`config.mk`:
```
export PLATFORM = sky130hd
export DESIGN_NAME = stopwatch_control
export DESIGN_NICKNAME = d
export VERILOG_FILES = /design/src/rtl/stopwatch_pkg.sv /design/src/rtl/stopwatch_control_debounce_edge.sv /design/src/rtl/stopwatch_control.sv
export SDC_FILE = /design/constraint.sdc
export NUM_CORES = 1
export LEC_CHECK = 0
export BUFFER_PORTS_ARGS = -buffer_cell sky130_fd_sc_hd__buf_2
export CORE_MARGIN = 5
export CORE_UTILIZATION = 25
export CTS_CLUSTER_SIZE = 40
export DETAILED_ROUTE_END_ITERATION = 10
export SYNTH_ARGS = -nofsm -noshare
export SYNTH_HDL_FRONTEND = slang
export SYNTH_SLANG_ARGS = --single-unit
```
`constraint.sdc`:
```
create_clock -name Clock -period 3.2 [get_ports Clock]
set_clock_uncertainty 0.05 [all_clocks]
set_input_delay 0.96 -clock Clock [delete_from_list [all_inputs] [get_ports Clock]]
set_output_delay 0.96 -clock Clock [all_outputs]
set_load 0.1 [all_outputs]
```
`src/rtl/stopwatch_pkg.sv`:
```
// Shared definitions for the stopwatch control stage: FSM encoding and
// the prescaler divide-ratio helper.
package stopwatch_pkg;

  typedef enum logic [1:0] {
    IDLE    = 2'd0,
    RUNNING = 2'd1,
    PAUSED  = 2'd2
  } state_e;

  function automatic int calc_div(input int clk_hz, input int tick_hz);
    return clk_hz / tick_hz;
  endfunction

endpackage

```
`src/rtl/stopwatch_control_debounce_edge.sv`:
```
// Button conditioner: 2-flop synchronizer, stable-count debouncer and a
// registered rising-edge press pulse.
module debounce_edge #(
  parameter int DEBOUNCE_CYCLES = 1000000
) (
  input  logic Clock,
  input  logic Reset,
  input  logic raw,
  output logic level,
  output logic press
);

  localparam int CNT_W = $clog2(DEBOUNCE_CYCLES + 1);
  localparam logic [CNT_W-1:0] CNT_LAST = CNT_W'(DEBOUNCE_CYCLES - 1);

  logic             sync0_q, sync1_q;
  logic             level_q, level_d;
  logic             level_prev_q;
  logic             press_q;
  logic [CNT_W-1:0] cnt_q, cnt_d;

  // Any cycle where the synced level matches the accepted level restarts the count.
  always_comb begin
    level_d = level_q;
    cnt_d   = '0;
    if (sync1_q != level_q) begin
      if (cnt_q == CNT_LAST) begin
        level_d = sync1_q;
      end else begin
        cnt_d = cnt_q + 1'b1;
      end
    end
  end

  always_ff @(posedge Clock or posedge Reset) begin
    if (Reset) begin
      sync0_q      <= 1'b0;
      sync1_q      <= 1'b0;
      level_q      <= 1'b0;
      level_prev_q <= 1'b0;
      press_q      <= 1'b0;
      cnt_q        <= '0;
    end else begin
      sync0_q      <= raw;
      sync1_q      <= sync0_q;
      level_q      <= level_d;
      cnt_q        <= cnt_d;
      level_prev_q <= level_q;
      press_q      <= level_q & ~level_prev_q;
    end
  end

  assign level = level_q;
  assign press = press_q;

endmodule

```
`src/rtl/stopwatch_control.sv`:
```
// Stopwatch control stage: debounced start/stop and clear buttons drive a
// IDLE/RUNNING/PAUSED FSM and a prescaler that emits the seconds tick.
module stopwatch_control
  import stopwatch_pkg::*;
#(
  parameter int CLK_HZ          = 50000000,
  parameter int TICK_HZ         = 1,
  parameter int DEBOUNCE_CYCLES = 1000000
) (
  input  logic Clock,
  input  logic Reset,
  input  logic btn_startstop,
  input  logic btn_clear,
  output logic tick,
  output logic run,
  output logic clear
);

  localparam int DIV   = calc_div(CLK_HZ, TICK_HZ);
  localparam int PRE_W = $clog2(DIV);
  localparam logic [PRE_W-1:0] PRE_LAST = PRE_W'(DIV - 1);

  logic ss_level, ss_press;
  logic clr_level, clr_press;

  state_e           state_q, state_d;
  logic [PRE_W-1:0] pre_q, pre_d;
  logic             tick_q, tick_d;
  logic             clear_q, clear_d;
  logic             run_q;

  debounce_edge #(.DEBOUNCE_CYCLES(DEBOUNCE_CYCLES)) u_db_ss (
    .Clock (Clock),
    .Reset (Reset),
    .raw   (btn_startstop),
    .level (ss_level),
    .press (ss_press)
  );

  debounce_edge #(.DEBOUNCE_CYCLES(DEBOUNCE_CYCLES)) u_db_clr (
    .Clock (Clock),
    .Reset (Reset),
    .raw   (btn_clear),
    .level (clr_level),
    .press (clr_press)
  );

  // Clear has priority over a simultaneous start/stop press.
  always_comb begin
    state_d = state_q;
    clear_d = 1'b0;
    if (clr_press) begin
      state_d = IDLE;
      clear_d = 1'b1;
    end else if (ss_press) begin
      case (state_q)
        IDLE:    state_d = RUNNING;
        RUNNING: state_d = PAUSED;
        PAUSED:  state_d = RUNNING;
        default: state_d = IDLE;
      endcase
    end
  end

  // Advance only while staying in RUNNING, so a pause/resume edge keeps the fraction.
  always_comb begin
    pre_d  = pre_q;
    tick_d = 1'b0;
    if (state_d == IDLE) begin
      pre_d = '0;
    end else if (state_q == RUNNING && state_d == RUNNING) begin
      if (pre_q == PRE_LAST) begin
        pre_d  = '0;
        tick_d = 1'b1;
      end else begin
        pre_d = pre_q + 1'b1;
      end
    end
  end

  always_ff @(posedge Clock or posedge Reset) begin
    if (Reset) begin
      state_q <= IDLE;
      pre_q   <= '0;
      tick_q  <= 1'b0;
      clear_q <= 1'b0;
      run_q   <= 1'b0;
    end else begin
      state_q <= state_d;
      pre_q   <= pre_d;
      tick_q  <= tick_d;
      clear_q <= clear_d;
      run_q   <= (state_d == RUNNING);
    end
  end

  assign tick  = tick_q;
  assign run   = run_q;
  assign clear = clear_q;

endmodule

```
-- Word level (Yosys, flattened, before mapping)
Index checks and enable logic that the tools add are counted.
Widths: inputs -> output; s select.
- add/sub/neg operators: 3
- eq/ne operators: 8
- mux-type cells: 14
- bitwise operators: 4
- reduce and logical (&&, ||, !) cells: 7
- operators by type and width (operator ; count):
    $mux 20 ; 4
    $mux 26 ; 3
    $add 20x1->20 const B ; 2
    $eq 20x20->1 const B ; 2
    $add 26x1->26 const B ; 1
    $eq 26x26->1 const B ; 1
    $eq 2x1->1 const B ; 2
    $logic_not 2->1 ; 2
    $mux 1 ; 4
    $mux 2 ; 2
    $pmux 2 s2 ; 1
    $reduce_and 2->1 ; 2
    $and 1x1->1 ; 2
    $eq 2x2->1 const B ; 1
    $ne 1x1->1 ; 2
    $not 1->1 ; 2
    $reduce_bool 2->1 ; 1
    $reduce_or 2->1 ; 1
    $logic_and 1x1->1 ; 1
- bits in registers: 81

-- Depth between registers and ports, before layout
Gate-level depths: netlist (run 1).
- depth in word-level cells: 9
- mapped depth: 6

-- Modules after synthesis
A second synthesis (run 1) with hierarchy kept.
- cell total of the unflattened synthesis: 413
- area total of the unflattened synthesis: 4083.9 µm²
- by module, submodules not included (module ; instances ; cells each ; area each (µm²) ; seq. area each (µm²)):
    debounce_edge ; 2 ; 114 ; 1168.6 ; 625.6
    stopwatch_control ; 1 ; 185 ; 1746.7 ; 775.7

-- Worst setup path before layout (run 1)
OpenSTA, ideal clock, no wires.
- path type: flip-flop to flip-flop
- from: register u_db_ss.cnt_q[0]
- to: register u_db_ss.cnt_q[10]
- library setup time: 0.122 ns
- arrival: 1.922 ns
- setup slack: 1.106 ns
- cell stages (with the launch flop): 7
- buffers on the path: 1
- cells stage by stage: dfrtp_1 > ha_1 > and4_1 > nand2_1 > o41ai_2 > buf_2 > nor2_1
- longest elaborated chain between the ends: 3
- elaborated cells between the ends (all ways): 4
- ends and longest elaborated chain (item ; RTL line ; RTL):
    from (decl) ; stopwatch_control_debounce_edge.sv:20 ; logic [CNT_W-1:0] cnt_q, cnt_d;
    from (signal assigned) ; stopwatch_control_debounce_edge.sv:47 ; cnt_q <= cnt_d;
    $add 20x1->20 or $eq 20x20->1 (tied branches) ; stopwatch_control_debounce_edge.sv:30, stopwatch_control_debounce_edge.sv:27 ;
    $mux 20 * ; stopwatch_control_debounce_edge.sv:27 ; if (cnt_q == CNT_LAST) begin
    $mux 20 * ; stopwatch_control_debounce_edge.sv:26 ; if (sync1_q != level_q) begin
    net u_db_ss.cnt_d[10] ; stopwatch_control_debounce_edge.sv:20 ;
The timed path passes the listed nets; every way through them passes the cells marked *.
A chain may end at the register's enable or synchronous reset.

-- Final worst setup path (run 1)
- from: register pre_q[11]
- to: register pre_q[19]
- longest elaborated chain between the ends: 4
- elaborated cells between the ends (all ways): 5
- ends and longest elaborated chain (item ; RTL line ; RTL):
    from (decl) ; stopwatch_control.sv:27 ; logic [PRE_W-1:0] pre_q, pre_d;
    from (signal assigned) ; stopwatch_control.sv:90 ; pre_q <= pre_d;
    $add 26x1->26 or $eq 26x26->1 (tied branches) ; stopwatch_control.sv:76, stopwatch_control.sv:72 ;
    $mux 26 * ; stopwatch_control.sv:72 ; if (pre_q == PRE_LAST) begin
    $mux 26 * ; stopwatch_control.sv:71 ; end else if (state_q == RUNNING && state_d == RUNNING) begin
    $mux 26 * ; stopwatch_control.sv:69 ; if (state_d == IDLE) begin
Mark *: on every way between the ends. The rest lies on a longest branch, timed or not. The select of a mux whose other input is x is not followed.

==> results of run 1 <==
==> how the worst max path moves through the flow <==
stage | slack, ps | end | depth (start not counted)
after floorplan | 110 | clear | 1
after CTS | 770 | pre_q[19] | 5
after detailed placement | 770 | pre_q[24] | 5
final | 780 | pre_q[19] | 5
after global routing | 660 | pre_q[19] | 5
after global placement | 800 | pre_q[24] | 5
==> through the flow <==
| step | std cells | power (mW) | setup slack, ps | instance area [sq um] | utilization (%) |
|---|---|---|---|---|---|
| floorplan | 405 | 1.09 | 110 | 4070 | - |
| global placement | 620 | 1.11 | 798 | 4360 | 27.3 |
| detailed placement | 620 | 1.11 | 769 | 4360 | 27.3 |
| CTS | 636 | 2.16 | 767 | 4670 | 29.3 |
| global route | 636 | 2.21 | 665 | 4670 | 29.3 |
| finish | 636 | 2.13 | 778 | 4670 | 29.3 |
==> logic make-up after synthesis <==
group,after synthesis,synth area share [%]
muxes,3,0.830
buffers and inverters,23,2.58
DFF,81,49.8
xor gates and xnor gates,36,7.74
adders and majority gates,4,1.23
and+or+nand+nor,188,25.9
AOI/OAI and AO/OA,70,11.9
==> cell type report <==
cell class              count  share of cell area [%]
inverters                  11                   0.912
repair buffers             11                    1.72
clock buffers               9                    4.83
clock inverters             7                    1.74
multi-input cells         301                    41.6
flip-flops and latches     81                    43.4
well taps                 216                    5.79
==> cells in the final DEF, fill, tap and decap left out, types with 2 or more instances in the layout <==
cell type,count
and3_1,6
nor4b_1,3
mux2_2,3
and2_1,3
a21oi_1,13
nor2b_1,2
dfrtp_1,81
nand3_1,24
ha_1,4
a211oi_2,2
and4_1,4
nor2_1,38
clkinv_4,5
or3_1,14
buf_4,4
o31ai_1,14
or2_2,2
a211oi_1,14
or4_4,3
nand4_1,19
xor2_1,13
inv_1,10
nor4_1,9
o211ai_1,3
clkbuf_16,9
or4_1,14
o21ai_0,15
nor3_1,16
nand2_1,23
xnor2_1,23
or4b_1,3
buf_2,6
==> flip-flops by register name, summed over array words and instances (netlist names), 2 cells and up <==
| signal | cells |
|---|---|
| pre_q | 26 |
| u_db_clr.cnt_q | 20 |
| u_db_ss.cnt_q | 20 |
| state_q | 2 |
==> where the power goes <==
group / switching [mW] / leakage (nW) / internal, mW
logic: 0.0341 / 0.449 / 0.0129
registers: 0.00855 / 1.12 / 1.03
clock network: 0.432 / 0.146 / 0.611
==> worst register-to-register path: cells and delay by family (launching register included) <==
kind,cells,cell delay [ps]
AND/OR/NAND/NOR,3,1480
buffers and inverters,1,290
AO/OA/AOI/OAI,1,70
flip-flops,1,410
==> layer usage <==
metal	global-route usage, %	routed length, um	vias to the layer above
met2	15.8	3940	55
li1	-	-	1530
met3	2.12	258	9
met1	12.4	3990	1580
met5	0	0	-
met4	3.55	125	0
==> flow_summary.ini, run 1 <==
[critical_path]
endpoint_kind = flip-flop
slowest_delay_ps = 560
crit_type = flip-flop to flip-flop
slowest_stage = or4_4
startpoint_type = flip-flop
cp_max_fo = 12
r2r_slack_ps = 780
ff2ff_path_depth = 5
cp_data_arrival_time_ps = 2590
critPathBufInv = 1
cp_cell_sequence = or4b_1 > or4_4 > nor3_4 > buf_4 > a211oi_1
crit_family = simple AND/OR/NAND/NOR gates
critPathRequiredTime_ps = 3360
r2r-end = pre_q[19]
cp-startpoint = pre_q[11]
r2r-start = pre_q[11]

[clock_network]
h-tree-depth = 3
clkTransAtPathRegs_ps = 70
hold_buffers = 0
cts_tree = done
cts_buffers = 9
cts_buffer_depth = 2
cts-root-buf = clkbuf_16
cts_num_sinks = 81
postCtsSetupRepairBufs = 0
clk_latency_ps = 340
cts_resized = 0

[synthesis]
ys.flop_type = dfrtp_1
seq_area_frac_synth_pct = 49.8
synthDistinctLibCells = 46
syn-cell-area_sq_um = 4070
synth_edf_count = 0
synthTopCellsByCount = 81 x dfrtp_1, 38 x nor2_1, 24 x nand3_1
synthArstFlopShare_pct = 100
synth.avg_cell_area_sq_um = 10.1
synthCells = 405
synth_nets = 413
synth.most_common_cell = dfrtp_1
ys_ff_latch = 81
synth_top_area_share_pct = 49.8
yosysWarningCount = 0
netlist_top_cells_area = dfrtp_1 50%, xnor2_1 4.9%, nor2_1 3.5%, nand3_1 3.0%, nand4_1 2.9%
synth.largest_area_cell = dfrtp_1

[timing]
setup_tns_ps = 0
period_share_pct = 75.7
finalHoldViolations = 0
whs_ps = 298
max_freq_mhz = 413
maxSlewHeadroom_pct = 47.3
final-setup-viol-count = 0
rsz0062_at_grt = no
tightest_slew_ps = 789
finalCriticalPeriod_ps = 2420
finalMaxSlewViolations = 0

[place]
gp_congestion = 0.830
dp_hpwl_um = 5590
numPortBuffers = 6

[pwr]
peakVddDrop_v = 0.000270
leakagePower_nw = 1.71
p_per_area_nw_per_um2 = 457

[floorplanning]
ios = 7
die_w_um = 138
dieHeight_um = 138
rows = 46
die-area_sq_um = 18900
core_sq_um = 15900
initial_core_util_pct = 25.5

[flow_run]
drv_cap = 0

[final_layout]
num_antenna_cells = 0
syn_to_final_growth_pct = 14.6
fillers = 1677
multi_input_area_sq_um = 1940
fin_nets = 423
drive_gt1_share_pct = 11.0
ff_latch_area_sq_um = 2030

[global_route]
overflow = 0
grt_pass1_wl_um = 14900
antenna_found_initial = 0
grt_max_degree = 46
grt_pass1_vias = 3181
grt_usage_pct = 9.64

[worst_hold_path]
hold_class = flip-flop to flip-flop
hold_path_depth = 0
min-delay-start = u_db_clr.sync0_q
holdPathEnd = u_db_clr.sync1_q

[route]
via_per_inst = 4.99
routed_wl_um = 8320
drt_iter0_markers = 195
ant_nets = 0
wl_per_cell_um = 13.1
drc = 0
route.vias.total = 3174
dr.pass1.iters = 4

[run_status]
status = complete, no violations
Power figures use the tool's default switching activity.
==> run 2, diff against run 1 <==
--- a/config.mk
+++ b/config.mk
@@ -5,6 +5,7 @@
 export SDC_FILE = /design/constraint.sdc
 export NUM_CORES = 1
 export LEC_CHECK = 0
+export ABC_AREA = 1
 export BUFFER_PORTS_ARGS = -buffer_cell sky130_fd_sc_hd__buf_2
 export CORE_MARGIN = 5
 export CORE_UTILIZATION = 25
==> constraint.sdc (replaced) <==
create_clock -name Clock -period 2.3 [get_ports Clock]
set_clock_uncertainty 0.05 [all_clocks]
set_input_delay 0.69 -clock Clock [delete_from_list [all_inputs] [get_ports Clock]]
set_output_delay 0.69 -clock Clock [all_outputs]
set_load 0.1 [all_outputs]
==> run 2 against run 1 <==
Sequential power is 38% higher. Cell area is 8.8% higher. Flip-flop and latch count stayed put. First-iteration DRC count is 28% higher. Critical path depth is 4 lower. Die area is 7.8% higher. Critical path type is now flip-flop to primary output. Critical endpoint is now clear. Largest cell class unchanged.
==> flow_summary.ini, run 2 <==
[final_layout]
multi_input_area_sq_um = 2010
num_antenna_cells = 0
post-route-util_pct = 29.3
largest_reg_flops = 26
fin_nets = 630
design_area_sq_um = 5070
regMostFlops = pre_q
layout_commonest_cell = nand2_1
fin_cells = 852
syn_to_final_growth_pct = 15.0
final_cell_mix = 141 x nand2_1, 123 x nor2_1, 85 x inv_1
reg_top3 = pre_q: 26 flops, u_db_clr.cnt_q: 20 flops, u_db_ss.cnt_q: 20 flops
fillers = 1902
drive_gt1_share_pct = 7.97
ff_latch_area_sq_um = 2030

[place]
numPortBuffers = 6
gp_congestion = 0.873
place_area_sq_um = 4750
dp.cells = 836
dp_hpwl_um = 6840
pre_cts_ws_ps = 602

[timing]
rsz0062_at_grt = no
final-setup-viol-count = 0
tightest_slew_ps = 491
maxSlewHeadroom_pct = 67.5
finalMaxSlewViolations = 0
max_freq_mhz = 528
finalHoldViolations = 0
period_share_pct = 82.4
finalCriticalPeriod_ps = 1900
layout_setup_ws_ps = 405
whs_ps = 288
setup_tns_ps = 0

[global_route]
busiest_layer = met2
grtUsageMet3_pct = 2.75
overflow = 0
grt_usage_pct = 10.1
use_met2_pct = 15.5
grt_max_degree = 25
antenna_found_initial = 0
grt_pass1_vias = 3545
grt_pass1_wl_um = 16800
grtUsageMet1_pct = 13.8

[flow_run]
drv_cap = 0

[synthesis]
synthCells = 602
synth.most_common_cell = nand2_1
synthDistinctLibCells = 25
netlist_top_cells_area = dfrtp_1 46%, nand2_1 12%, nor2_1 10%, inv_1 7.3%, nand3_1 4.8%
yosysWarningCount = 0
seq_area_frac_synth_pct = 45.9
synth_nets = 610
synth_top_area_share_pct = 45.9
synth.avg_cell_area_sq_um = 7.33
synthTopCellsByCount = 141 x nand2_1, 123 x nor2_1, 86 x inv_1
ys.flop_type = dfrtp_1
ys_ff_latch = 81
synthArstFlopShare_pct = 100
synth.largest_area_cell = dfrtp_1
syn-cell-area_sq_um = 4410
synth_edf_count = 0

[floorplanning]
die-area_sq_um = 20400
rows = 48
die_w_um = 143
dieHeight_um = 143
ios = 7
core_sq_um = 17300
initial_core_util_pct = 25.5

[critical_path]
critPathBufInv = 1
cp_cell_sequence = buf_2
r2r_slack_ps = 600
slowest_stage = buf_2
crit_type = flip-flop to primary output
r2r-end = u_db_ss.cnt_q[16]
cp_max_fo = 1
crit_family = buffers and inverters
endpoint_kind = primary output
r2r-start = u_db_ss.cnt_q[0]
critPathRequiredTime_ps = 1560
slowest_delay_ps = 440
cp_data_arrival_time_ps = 1160
cp-startpoint = clear
ff2ff_path_depth = 8
startpoint_type = flip-flop

[route]
via_per_inst = 4.27
ant_nets = 0
dr.pass1.iters = 4
wl_per_cell_um = 10.9
routed_wl_um = 9260
drc = 0
route.vias.total = 3637
drt_iter0_markers = 249

[clock_network]
cts_buffers = 9
clkTransAtPathRegs_ps = 60
cts_tree = done
cts-root-buf = clkbuf_16
cts_resized = 0
cts_buffer_depth = 2
h-tree-depth = 3
hold_buffers = 0
clk_latency_ps = 340
postCtsSetupRepairBufs = 0
cts_num_sinks = 81

[run_status]
status = complete, no violations

[pwr]
power_mw = 3.08
peakVddDrop_v = 0.000346
leakagePower_nw = 2.19
p_per_area_nw_per_um2 = 606

[worst_hold_path]
hold_class = input pin to asynchronous set/reset pin
## run 2: worst max-delay path by stage
| stage | endpoint | slack [ps] | cells past startpoint |
|---|---|---|---|
| floorplan | clear | 640 | 1 |
| global placement | u_db_ss.cnt_q[16] | 640 | 8 |
| detailed placement | u_db_ss.cnt_q[16] | 600 | 8 |
| CTS | clear | 400 | 1 |
| global route | clear | 370 | 1 |
| finish | clear | 400 | 1 |
## run 2: area by class of cell
| cell class | instances | area share (%) |
|---|---|---|
| flip-flops and latches | 81 | 39.9 |
| clock buffers | 10 | 4.51 |
| well taps | 225 | 5.55 |
| clock inverters | 6 | 1.80 |
| inverters | 89 | 6.66 |
| repair buffers | 13 | 1.87 |
| multi-input cells | 428 | 39.7 |
## run 2: cells by family (layout without fill, tap and decap cells)
| group | Yosys count | after routing | synth area share (%) |
|---|---|---|---|
| compound gates | 26 | 26 | 3.01 |
| xor+xnor | 24 | 24 | 4.76 |
| flops | 81 | 81 | 45.9 |
| fa+ha+maj | 4 | 4 | 1.13 |
| simple gates | 374 | 374 | 36.7 |
| buf+inv | 93 | 118 | 8.45 |
## run 2: layer usage
| layer | up-vias | routed length, um |
|---|---|---|
| met1 | 1638 | 4650 |
| met3 | 12 | 412 |
| li1 | 1933 | - |
| met4 | 0 | 136 |
| met2 | 54 | 4060 |
| met5 | - | 0 |
## run 2: power breakdown
part | switching [mW] | internal, mW | leakage, nW
Clock | 0.600 | 0.957 | 0.157
Combinational | 0.0525 | 0.0219 | 0.915
Sequential | 0.00777 | 1.44 | 1.12
